<file path="src/rtl/vliw_lsu_arbiter_if.sv">
// -----------------------------------------------------------------------------
// vliw_lsu_arbiter_if
// Data-memory request/acknowledge bus between the LSU arbiter and the core's
// external bus logic.
//
// Signals:
//   mem_req    arbiter -> memory  access request, held until mem_ack
//   mem_we     arbiter -> memory  1 = store, 0 = load
//   mem_addr   arbiter -> memory  word-aligned byte address
//   mem_sel    arbiter -> memory  byte-lane enables
//   mem_wdata  arbiter -> memory  store data, replicated into all lanes
//   mem_ack    memory -> arbiter  access complete (rdata valid same cycle)
//   mem_rdata  memory -> arbiter  aligned read word
//
// Modports: master (arbiter side), slave (memory side).
// -----------------------------------------------------------------------------
interface vliw_lsu_arbiter_if;
    logic        mem_req;
    logic        mem_we;
    logic [31:0] mem_addr;
    logic [3:0]  mem_sel;
    logic [31:0] mem_wdata;
    logic        mem_ack;
    logic [31:0] mem_rdata;

    modport master (
        output mem_req, mem_we, mem_addr, mem_sel, mem_wdata,
        input  mem_ack, mem_rdata
    );

    modport slave (
        input  mem_req, mem_we, mem_addr, mem_sel, mem_wdata,
        output mem_ack, mem_rdata
    );
endinterface

</file>
<file path="src/rtl/vliw_lsu_arbiter.sv">
// -----------------------------------------------------------------------------
// vliw_lsu_arbiter
// Shares the single data-memory port between the execution units of one VLIW
// bundle. The load/store requests of an issued bundle are captured, issued one
// at a time in slot order (EU0 first) on the req/ack bus, and load results are
// returned as one-cycle register writebacks. busy stalls the core while any
// captured access is pending or in flight.
//
// Ports:
//   wb_clk_i     system clock (rising edge)
//   rst_n        asynchronous active-low reset
//   issue_valid  bundle strobe; the per-slot fields below are valid this cycle
//   flush        drop every access that has not yet started
//   is_load, is_store, sign_extend   per-slot request/extension flags
//   ls_size      per-slot size (2 bits: 0 byte, 1 half, 2/3 word)
//   ls_addr      per-slot byte address (32 bits, slot0 in the low bits)
//   ls_wdata     per-slot store data (32 bits)
//   ls_dest      per-slot load destination register
//   busy         high while not idle
//   mem          memory bus (vliw_lsu_arbiter_if.master)
//   wb_valid, wb_idx, wb_val         load writeback
//   overrun      sticky: a bundle was issued while busy
//   timeout_err  sticky: an access was abandoned by the ack watchdog
//
// Build option:
//   LSARB_TIMEOUT_EN  when defined, an access that sees no mem_ack for TIMEOUT
//                     consecutive request cycles is abandoned (loads write back
//                     all ones) and timeout_err is set. When undefined the
//                     arbiter waits indefinitely and timeout_err is tied low.
// -----------------------------------------------------------------------------
module vliw_lsu_arbiter #(
    parameter int unsigned NUM_EU    = 3,
    parameter int unsigned REG_IDX_W = 6,
    parameter int unsigned TIMEOUT   = 255
) (
    input  logic                        wb_clk_i,
    input  logic                        rst_n,
    input  logic                        issue_valid,
    input  logic                        flush,
    input  logic [NUM_EU-1:0]           is_load,
    input  logic [NUM_EU-1:0]           is_store,
    input  logic [NUM_EU-1:0]           sign_extend,
    input  logic [2*NUM_EU-1:0]         ls_size,
    input  logic [32*NUM_EU-1:0]        ls_addr,
    input  logic [32*NUM_EU-1:0]        ls_wdata,
    input  logic [REG_IDX_W*NUM_EU-1:0] ls_dest,
    output logic                        busy,
    vliw_lsu_arbiter_if.master          mem,
    output logic                        wb_valid,
    output logic [REG_IDX_W-1:0]        wb_idx,
    output logic [31:0]                 wb_val,
    output logic                        overrun,
    output logic                        timeout_err
);

    localparam int unsigned SLOT_W = (NUM_EU > 1) ? $clog2(NUM_EU) : 1;

    typedef enum logic [1:0] {
        ST_IDLE,
        ST_REQ,
        ST_GAP
    } state_t;

    // ---------------------------------------------------------------------
    // Lane / data helpers
    // ---------------------------------------------------------------------
    function automatic logic [1:0] lane_of(input logic [1:0] size, input logic [1:0] a);
        case (size)
            2'd0:    return a;
            2'd1:    return {a[1], 1'b0};
            default: return 2'd0;
        endcase
    endfunction

    function automatic logic [3:0] sel_of(input logic [1:0] size, input logic [1:0] lane);
        case (size)
            2'd0:    return 4'b0001 << lane;
            2'd1:    return 4'b0011 << lane;
            default: return 4'b1111;
        endcase
    endfunction

    function automatic logic [31:0] wdata_of(input logic [1:0] size, input logic [31:0] w);
        case (size)
            2'd0:    return {4{w[7:0]}};
            2'd1:    return {2{w[15:0]}};
            default: return w;
        endcase
    endfunction

    function automatic logic [31:0] extract(input logic [1:0] size, input logic [1:0] lane,
                                            input logic sx, input logic [31:0] rd);
        logic [31:0] sh;
        sh = rd >> {lane, 3'b000};
        case (size)
            2'd0:    return {{24{sx & sh[7]}}, sh[7:0]};
            2'd1:    return {{16{sx & sh[15]}}, sh[15:0]};
            default: return sh;
        endcase
    endfunction

    // ---------------------------------------------------------------------
    // State
    // ---------------------------------------------------------------------
    state_t                        state_q;
    logic [NUM_EU-1:0]             pend_q;
    logic [NUM_EU-1:0]             load_q;
    logic [NUM_EU-1:0]             sext_q;
    logic [2*NUM_EU-1:0]           size_q;
    logic [32*NUM_EU-1:0]          addr_q;
    logic [32*NUM_EU-1:0]          wdata_q;
    logic [REG_IDX_W*NUM_EU-1:0]   dest_q;
    logic [SLOT_W-1:0]             cur_q;

    logic                          mem_req_q;
    logic                          mem_we_q;
    logic [31:0]                   mem_addr_q;
    logic [3:0]                    mem_sel_q;
    logic [31:0]                   mem_wdata_q;
    logic                          wb_valid_q;
    logic [REG_IDX_W-1:0]          wb_idx_q;
    logic [31:0]                   wb_val_q;
    logic                          overrun_q;

    logic                          tmo_hit;
    logic                          done;

    // ---------------------------------------------------------------------
    // Current (in-flight) slot
    // ---------------------------------------------------------------------
    logic [NUM_EU-1:0]    cur_oh;
    logic [1:0]           cur_size;
    logic [1:0]           cur_lane;
    logic                 cur_sext;
    logic                 cur_load;
    logic [REG_IDX_W-1:0] cur_dest;

    assign cur_oh   = NUM_EU'(1) << cur_q;
    assign cur_size = size_q[2*cur_q +: 2];
    assign cur_lane = lane_of(cur_size, addr_q[32*cur_q +: 2]);
    assign cur_sext = sext_q[cur_q];
    assign cur_load = load_q[cur_q];
    assign cur_dest = dest_q[REG_IDX_W*cur_q +: REG_IDX_W];

    assign done = (state_q == ST_REQ) && (mem.mem_ack || tmo_hit);

    // Pending mask after this cycle's flush/completion. In REQ a flush keeps
    // only the in-flight slot, which itself retires on completion.
    logic [NUM_EU-1:0] pend_gap_d;
    logic [NUM_EU-1:0] pend_req_d;

    always_comb begin
        pend_gap_d = flush ? '0 : pend_q;
        pend_req_d = flush ? (pend_q & cur_oh) : pend_q;
        if (done) begin
            pend_req_d = pend_req_d & ~cur_oh;
        end
    end

    // ---------------------------------------------------------------------
    // Next slot to launch. In IDLE the live bundle inputs are used so that the
    // first request appears the cycle after issue_valid; in GAP the captured
    // copies are used.
    // ---------------------------------------------------------------------
    logic [NUM_EU-1:0]    src_pend;
    logic [NUM_EU-1:0]    src_load;
    logic [2*NUM_EU-1:0]  src_size;
    logic [32*NUM_EU-1:0] src_addr;
    logic [32*NUM_EU-1:0] src_wdata;
    logic [SLOT_W-1:0]    nxt_slot;
    logic                 nxt_any;
    logic [1:0]           nxt_size;
    logic [31:0]          nxt_addr;
    logic [1:0]           nxt_lane;

    always_comb begin
        if (state_q == ST_IDLE) begin
            src_pend  = is_load | is_store;
            src_load  = is_load & ~is_store;
            src_size  = ls_size;
            src_addr  = ls_addr;
            src_wdata = ls_wdata;
        end else begin
            src_pend  = pend_gap_d;
            src_load  = load_q;
            src_size  = size_q;
            src_addr  = addr_q;
            src_wdata = wdata_q;
        end
        nxt_slot = '0;
        for (int unsigned i = NUM_EU; i > 0; i--) begin
            if (src_pend[i-1]) begin
                nxt_slot = SLOT_W'(i - 1);
            end
        end
        nxt_any  = |src_pend;
        nxt_size = src_size[2*nxt_slot +: 2];
        nxt_addr = src_addr[32*nxt_slot +: 32];
        nxt_lane = lane_of(nxt_size, nxt_addr[1:0]);
    end

    // ---------------------------------------------------------------------
    // Control FSM with registered bus and writeback outputs
    // ---------------------------------------------------------------------
    always_ff @(posedge wb_clk_i or negedge rst_n) begin
        if (!rst_n) begin
            state_q     <= ST_IDLE;
            pend_q      <= '0;
            load_q      <= '0;
            sext_q      <= '0;
            size_q      <= '0;
            addr_q      <= '0;
            wdata_q     <= '0;
            dest_q      <= '0;
            cur_q       <= '0;
            mem_req_q   <= 1'b0;
            mem_we_q    <= 1'b0;
            mem_addr_q  <= '0;
            mem_sel_q   <= '0;
            mem_wdata_q <= '0;
            wb_valid_q  <= 1'b0;
            wb_idx_q    <= '0;
            wb_val_q    <= '0;
            overrun_q   <= 1'b0;
        end else begin
            wb_valid_q <= 1'b0;

            if (issue_valid && (state_q != ST_IDLE)) begin
                overrun_q <= 1'b1;
            end

            case (state_q)
                ST_IDLE: begin
                    if (issue_valid && !flush) begin
                        pend_q  <= is_load | is_store;
                        load_q  <= is_load & ~is_store;
                        sext_q  <= sign_extend;
                        size_q  <= ls_size;
                        addr_q  <= ls_addr;
                        wdata_q <= ls_wdata;
                        dest_q  <= ls_dest;
                    end
                end
                ST_REQ: begin
                    pend_q <= pend_req_d;
                    if (done) begin
                        mem_req_q <= 1'b0;
                        state_q   <= ST_GAP;
                        if (cur_load) begin
                            wb_valid_q <= 1'b1;
                            wb_idx_q   <= cur_dest;
                            wb_val_q   <= tmo_hit ? '1
                                                  : extract(cur_size, cur_lane, cur_sext, mem.mem_rdata);
                        end
                    end
                end
                ST_GAP: begin
                    pend_q <= pend_gap_d;
                    if (!nxt_any) begin
                        state_q <= ST_IDLE;
                    end
                end
                default: state_q <= ST_IDLE;
            endcase

            // Launch shared by IDLE (fresh bundle) and GAP (next pending slot).
            if (((state_q == ST_IDLE) && issue_valid && !flush) || (state_q == ST_GAP)) begin
                if (nxt_any) begin
                    state_q     <= ST_REQ;
                    cur_q       <= nxt_slot;
                    mem_req_q   <= 1'b1;
                    mem_we_q    <= ~src_load[nxt_slot];
                    mem_addr_q  <= {nxt_addr[31:2], 2'b00};
                    mem_sel_q   <= sel_of(nxt_size, nxt_lane);
                    mem_wdata_q <= wdata_of(nxt_size, src_wdata[32*nxt_slot +: 32]);
                end
            end
        end
    end

    // ---------------------------------------------------------------------
    // Ack watchdog
    // ---------------------------------------------------------------------
`ifdef LSARB_TIMEOUT_EN
    localparam int unsigned TMO_W = $clog2(TIMEOUT + 1);

    logic [TMO_W-1:0] tmo_q;
    logic             timeout_err_q;

    assign tmo_hit = (state_q == ST_REQ) && !mem.mem_ack && (tmo_q == TMO_W'(TIMEOUT - 1));

    always_ff @(posedge wb_clk_i or negedge rst_n) begin
        if (!rst_n) begin
            tmo_q         <= '0;
            timeout_err_q <= 1'b0;
        end else begin
            if ((state_q != ST_REQ) || done) begin
                tmo_q <= '0;
            end else begin
                tmo_q <= tmo_q + 1'b1;
            end
            if (tmo_hit) begin
                timeout_err_q <= 1'b1;
            end
        end
    end

    assign timeout_err = timeout_err_q;
`else
    logic unused_timeout;

    assign tmo_hit        = 1'b0;
    assign timeout_err    = 1'b0;
    assign unused_timeout = (TIMEOUT == 0);
`endif

    // ---------------------------------------------------------------------
    // Outputs
    // ---------------------------------------------------------------------
    assign busy          = (state_q != ST_IDLE);
    assign mem.mem_req   = mem_req_q;
    assign mem.mem_we    = mem_we_q;
    assign mem.mem_addr  = mem_addr_q;
    assign mem.mem_sel   = mem_sel_q;
    assign mem.mem_wdata = mem_wdata_q;
    assign wb_valid      = wb_valid_q;
    assign wb_idx        = wb_idx_q;
    assign wb_val        = wb_val_q;
    assign overrun       = overrun_q;

endmodule

</file>
<file path="src/flat_wrapper.sv">
// flat-port wrapper written by rule: the top's interface ports become plain ports
module vliw_lsu_arbiter_flat 
#(
    parameter int unsigned NUM_EU    = 3,
    parameter int unsigned REG_IDX_W = 6,
    parameter int unsigned TIMEOUT   = 255
)
  (wb_clk_i, rst_n, issue_valid, flush, is_load, is_store, sign_extend, ls_size, ls_addr, ls_wdata, ls_dest, busy, wb_valid, wb_idx, wb_val, overrun, timeout_err, mem_mem_req, mem_mem_we, mem_mem_addr, mem_mem_sel, mem_mem_wdata, mem_mem_ack, mem_mem_rdata);
  vliw_lsu_arbiter_if mem_i ();
  input  logic wb_clk_i;
  input  logic rst_n;
  input  logic issue_valid;
  input  logic flush;
  input  logic [NUM_EU-1:0] is_load;
  input  logic [NUM_EU-1:0] is_store;
  input  logic [NUM_EU-1:0] sign_extend;
  input  logic [2*NUM_EU-1:0] ls_size;
  input  logic [32*NUM_EU-1:0] ls_addr;
  input  logic [32*NUM_EU-1:0] ls_wdata;
  input  logic [REG_IDX_W*NUM_EU-1:0] ls_dest;
  output logic busy;
  output logic wb_valid;
  output logic [REG_IDX_W-1:0] wb_idx;
  output logic [31:0] wb_val;
  output logic overrun;
  output logic timeout_err;
  output wire logic [$bits(mem_i.mem_req)-1:0] mem_mem_req;
  output wire logic [$bits(mem_i.mem_we)-1:0] mem_mem_we;
  output wire logic [$bits(mem_i.mem_addr)-1:0] mem_mem_addr;
  output wire logic [$bits(mem_i.mem_sel)-1:0] mem_mem_sel;
  output wire logic [$bits(mem_i.mem_wdata)-1:0] mem_mem_wdata;
  input wire logic [$bits(mem_i.mem_ack)-1:0] mem_mem_ack;
  input wire logic [$bits(mem_i.mem_rdata)-1:0] mem_mem_rdata;
  assign mem_mem_req = mem_i.mem_req;
  assign mem_mem_we = mem_i.mem_we;
  assign mem_mem_addr = mem_i.mem_addr;
  assign mem_mem_sel = mem_i.mem_sel;
  assign mem_mem_wdata = mem_i.mem_wdata;
  assign mem_i.mem_ack = mem_mem_ack;
  assign mem_i.mem_rdata = mem_mem_rdata;
  vliw_lsu_arbiter #(.NUM_EU(NUM_EU), .REG_IDX_W(REG_IDX_W), .TIMEOUT(TIMEOUT)) u_core (.wb_clk_i(wb_clk_i), .rst_n(rst_n), .issue_valid(issue_valid), .flush(flush), .is_load(is_load), .is_store(is_store), .sign_extend(sign_extend), .ls_size(ls_size), .ls_addr(ls_addr), .ls_wdata(ls_wdata), .ls_dest(ls_dest), .busy(busy), .mem(mem_i), .wb_valid(wb_valid), .wb_idx(wb_idx), .wb_val(wb_val), .overrun(overrun), .timeout_err(timeout_err));
endmodule
</file>
<file path="config.mk">
export PLATFORM = sky130hd
export DESIGN_NAME = vliw_lsu_arbiter_flat
export DESIGN_NICKNAME = d
export VERILOG_FILES = /design/src/rtl/vliw_lsu_arbiter_if.sv /design/src/rtl/vliw_lsu_arbiter.sv /design/src/flat_wrapper.sv
export SDC_FILE = /design/constraint.sdc
export NUM_CORES = 1
export LEC_CHECK = 0
export CAP_MARGIN = 15
export CORE_MARGIN = 4
export CORE_UTILIZATION = 55
export DETAILED_ROUTE_END_ITERATION = 16
export GPL_TIMING_DRIVEN = 0
export PLACE_DENSITY_LB_ADDON = 0.08
export SLEW_MARGIN = 0
export SYNTH_ARGS = -nofsm -noshare
export SYNTH_HDL_FRONTEND = slang
export SYNTH_SLANG_ARGS = --single-unit
</file>
<file path="constraint.sdc">
create_clock -name wb_clk_i -period 6.3 [get_ports wb_clk_i]
set_input_delay 1.26 -clock wb_clk_i [delete_from_list [all_inputs] [get_ports wb_clk_i]]
set_output_delay 1.26 -clock wb_clk_i [all_outputs]
set_load 0.01 [all_outputs]
</file>
# [Word level (Yosys, flattened, before mapping)]
# Cells that the tools add are included.
# Widths: inputs -> output; s select.
[op_classes] n_bitwise=9 muxes=36 n_shift=10 magnitude_cmp=2 reduce_logical=17 n_mul=1 n_eq_ne=5
[op_table] cell="$mux 96" count=2
[op_table] cell="$shiftx 96x8->32" count=2
[op_table] cell="$pmux 32 s2" count=2
[op_table] cell="$shiftx 96x8->2" count=1
[op_table] cell="$shr 32x5->32" count=1
[op_table] cell="$mux 3" count=6
[op_table] cell="$shiftx 18x6->6" count=1
[op_table] cell="$mux 2" count=7
[op_table] cell="$shiftx 6x4->2" count=2
[op_table] cell="$mux 1" count=10
[op_table] cell="$and 3x3->3" count=3
[op_table] cell="$pmux 3 s3" count=1
[op_table] cell="$pmux 2 s2" count=2
[op_table] cell="$pmux 4 s2" count=1
[op_table] cell="$bmux 1 s2" count=3
[op_table] cell="$eq 2x1->1 const B" count=3
[op_table] cell="$logic_not 2->1" count=3
[op_table] cell="$lt 2x3->1 const B" count=2
[op_table] cell="$mux 6" count=1
[op_table] cell="$not 3->3" count=2
[op_table] cell="$pmux 2 s3" count=1
[op_table] cell="$reduce_and 2->1" count=3
[op_table] cell="$logic_and 1x1->1" count=5
[op_table] cell="$mul 2x2->4 const A" count=1
[op_table] cell="other kinds (14)" count=15
[word_totals] in_bits=262 reg_bits=337 output_inout_bits=112 elab_cells=98

# [Logic depth before layout (Yosys ltp)]
[logic_depth] depth_word=10 mapped_depth=13 depth_no_buf=9

# [Worst setup path after synthesis]
# Ideal clock, no wire load.
[synth_path] path_type="in2reg" startpoint="input port flush" endpoint="register u_core.mem_wdata_q[21] (netlist: u_core.mem.mem_wdata[21])" path_buffers=3 setup_ns=0.121 required_time_ns=6.179 arrival_ns=3.101 path_stages=9 setup_slack_ns=3.078 cell_sequence="buf_2 or3b_1 a211o_1 clkbuf_1 buf_2 o22ai_1 a21oi_1 a211o_1 a22o_1"
[synth_between] elab_chain_cells=8 elab_cells_between_ends=15 classes_between="eq/ne: 1; shift: 2; mux: 6; reduce/logical: 6"
[synth_rtl] item="from (decl)" line_no="flat_wrapper.sv:13" source="input logic flush;"
[synth_rtl] item="parallel branches: the longest is 8 deep, another holds $shiftx 96x8->32"
[synth_rtl] item="to (signal assigned)" line_no="vliw_lsu_arbiter.sv:275" source="mem_wdata_q <= wdata_of(nxt_size, src_wdata[32*nxt_slot +: 32]);"
[synth_rtl] item="to (decl)" line_no="vliw_lsu_arbiter.sv:119" source="logic [31:0] mem_wdata_q;"
# Several ways; the timed one is not identified.
# A chain may end at the register's enable or synchronous reset.

# [Worst setup path in the final report]
[layout_path] startpoint="input port is_store[1]" endpoint="register u_core.mem_wdata_q[29] (netlist: u_core.mem.mem_wdata[29])"
[layout_between] elab_chain_cells=7 elab_cells_between_ends=11 classes_between="eq/ne: 1; shift: 2; mux: 4; bitwise: 1; reduce/logical: 3"
[layout_rtl] item="from (decl)" line_no="flat_wrapper.sv:15" source="input logic [NUM_EU-1:0] is_store;"
[layout_rtl] item="$or 3x3->3 (*)" line_no="vliw_lsu_arbiter.sv:178" source="src_pend = is_load | is_store;"
[layout_rtl] item="$mux 3 (*)" line_no="vliw_lsu_arbiter.sv:177" source="if (state_q == ST_IDLE) begin"
[layout_rtl] item="parallel branches: the longest is 5 deep, another holds $shiftx 96x8->32"
# Mark *: on every way between the ends.

==> results.toml <==
[drt]
avgRoutedWirePerCell_um = 22.9
vias = 14799
avgViaCountPerCell = 6.09
routed_wirelength_um = 55700
drt_iter0_drc = 1353
drtAntennaViolNets = 0
drc = 0
firstDrtPassIters = 5

[yosys]
syn_inst = 1593
synth-edff-count = 0
async_reset_ff_share_pct = 100
syn-mean-instance-area_um2 = 10.6
yosysWarnings = 0
seq_area_frac_synth_pct = 50.2
synth.distinct_cells = 66
synth_area_um2 = 16800
synthFlopType = "dfrtp_1"
ys_ff_latch = 337

[setup_path]
cp-end-kind = "register"
crit_top_cell = "a31oi_1"
cpPeakStageDelay_ns = 0.65
path_max_fanout = 10
critPathSlowestCell = "nor2_1"
timing_worst_setup_path_type = "input pin to register"
arrival_ns = 4.65
rr_worst_depth = 12
start_kind = "input pin"
worst_ep_required_time_ns = 6.67
crit_chain = "clkdlybuf4s50_1 -> o21a_1 -> nor2_1 -> a31oi_1 -> buf_2 -> clkbuf_1 -> o22ai_1 -> nor3_1 -> a21oi_1 -> a31oi_1"

[place]
dpl-instance-area_um2 = 21100
gp_congestion = 0.928
dpl.cell_count = 2357
port_buffers = 369
dp_hpwl_um = 40800

[layout]
fillCellCount = 2152
nets = 2273
final_common_cell = "clkdlybuf4s50_1"
final_cells = 2430
syn_to_final_growth_pct = 32.4
drive_above_1_share_pct = 17.3
final_cell_mix = "clkdlybuf4s50_1, dfrtp_1, nand2_1"
final_area_um2 = 22300

[global_routing]
track_usage_pct = 32.2
grt_pass1_wl_um = 84700
antenna_found_initial = 6
grt_pass1_vias = 14935
gr-total-overflow = 0
grt_max_degree = 101

[clock_tree]
cts.sinks = 337
clock_latency_ns = 0.53
tritoncts = "yes"
cts_setup_buffers = 0
cts_max_level = 2
numCtsBuffers = 37
path_clk_slew_ns = 0.06
clockBufferDepth = 3
cts_resized = 0
cts_hold_buf = 0
cts_root_buf = "clkbuf_16"

[timing]
worst_pin_slew_ns = 1.10
maxSlewHeadroom_pct = 26.5
finalCriticalPeriod_ns = 4.28
min_period_over_period_pct = 67.9
hold_ws_ns = 0.472
setup_tns_ns = 0
max_freq_ghz = 0.234
rsz0062_at_grt = "false"
fin_skew_ns = 0.0202
final_hold_viol_count = 0
setup_violations = 0
drv_slew = 0

[floorplan]
rows = 63
die_area_um2 = 33400
core_area_um2 = 29900
ios = 374
initial_utilization_pct = 56.3
die_width_um = 183
die_height_um = 183

[power_and_ir_drop]
irDropWorstVdd_uv = 300
leakagePower_nw = 9.44
total_power_mw = 12.9
powerDensity_nw_per_um2 = 581

[flow_run]
drv_cap = 0

[worst_hold_path]
hold_path.class = "register to register"
min_path_cells = 1

[status]
status = "completed"
==> logic make-up after synthesis <==
family	Yosys count	share of synthesized area (%)
other	1	0.0223
buffers and inverters	134	3.42
AND/OR/NAND/NOR	427	10.6
AO/OA/AOI/OAI	377	14.4
adder cells (fa/ha/maj)	5	0.372
multiplexers	312	21.1
flip-flops	337	50.2
==> sequential cells by signal, indices dropped and copies added, names as in the netlist, 2 cells and up <==
name                  count
u_core.dest_q            18
u_core.pend_q             3
u_core.wb_val            32
u_core.mem.mem_wdata     32
u_core.load_q             3
u_core.size_q             6
u_core.state_q            2
u_core.mem.mem_addr      30
u_core.mem.mem_sel        4
u_core.wdata_q           96
u_core.cur_q              2
u_core.sext_q             3
u_core.addr_q            96
u_core.wb_idx             6
==> cell type report <==
type | instances | area (um2) | area share (%)
Sequential cell | 337 | 8430 | 37.9
Multi-Input combinational cell | 1124 | 7810 | 35.1
Timing Repair Buffer | 372 | 3780 | 17.0
Clock buffer | 54 | 1080 | 4.86
Buffer | 125 | 542 | 2.43
Tap cell | 390 | 488 | 2.19
Clock inverter | 12 | 75.1 | 0.337
Inverter | 9 | 33.8 | 0.152
Antenna cell | 7 | 17.5 | 0.0787
==> routing by layer <==
metal  share of wire (%)  up-vias  GRT usage (%)  wire length [um]
met3                 9.6      100           6.53              5330
met2                  47      743           51.1             26000
li1                    -     6583              -                 -
met1                  41     7371           44.6             22600
met4                 3.2        2           11.4              1780
met5               0.022        -              0                12
==> worst paths after layout <==
path / from / end / slack (ns)
setup / recovery: is_store[1] / u_core.mem.mem_wdata[29] / 2.02
min in group asynchronous: rst_n / u_core.wdata_q[27] / 0.68
hold reg to reg: u_core.overrun / u_core.overrun / 0.47
hold / removal: u_core.overrun / u_core.overrun / 0.47
setup reg to reg: u_core.state_q[0] / u_core.mem.mem_wdata[29] / 2.51
max in group asynchronous: rst_n / u_core.addr_q[25] / 3.87
==> critical path: cells and delay by family <==
family / cells / cell delay, ns
compound gates: 5 / 1.54
buf+inv: 3 / 1.06
simple gates: 2 / 0.78
==> report_power, final <==
| part | leakage, nW | internal (mW) | switching, mW |
|---|---|---|---|
| logic | 4.83 | 2.99 | 4.00 |
| clock network | 0.565 | 1.20 | 0.896 |
| registers | 4.05 | 3.25 | 0.609 |
==> stage by stage <==
stage          util, %  worst slack, ns
6_report          74.5             2.02
5_1_grt           74.5             1.88
4_1_cts           74.4             2.18
3_5_place_dp      70.6             1.65
3_3_place_gp      70.3           -10.76
2_1_floorplan        -             3.08
==> Yosys cell counts, drive strengths merged (2+ instances only) <==
master   number  area, um2
dfrtp       337       8430
nand2       240        901
mux2        232       2610
nor2        107        404
o21ai        89        449
a21oi        85        425
clkbuf       75        282
mux2i        70        701
buf          50        260
o22ai        44        275
a31oi        41        257
nand3        33        170
a311oi       29        254
nor2b        18        113
a211oi       16        125
mux4         10        225
a211o         9       78.8
o22a          9       78.8
o31ai         9       67.6
a22oi         8       60.1
inv           8       30.0
nand2b        8       50.1
nor3          8       40.0
a22o          7       61.3
ha            5       62.6
o21a          5       37.5
a21o          4       30.0
o211ai        3       22.5
o221ai        3       26.3
a2111oi       2       18.8
a2bb2oi       2       17.5
and3          2       12.5
nor4          2       18.8
o211a         2       20.0
o2bb2ai       2       17.5
or2           2       12.5
or3           2       12.5
or3b          2       20.0
Power figures use the tool's default switching activity.
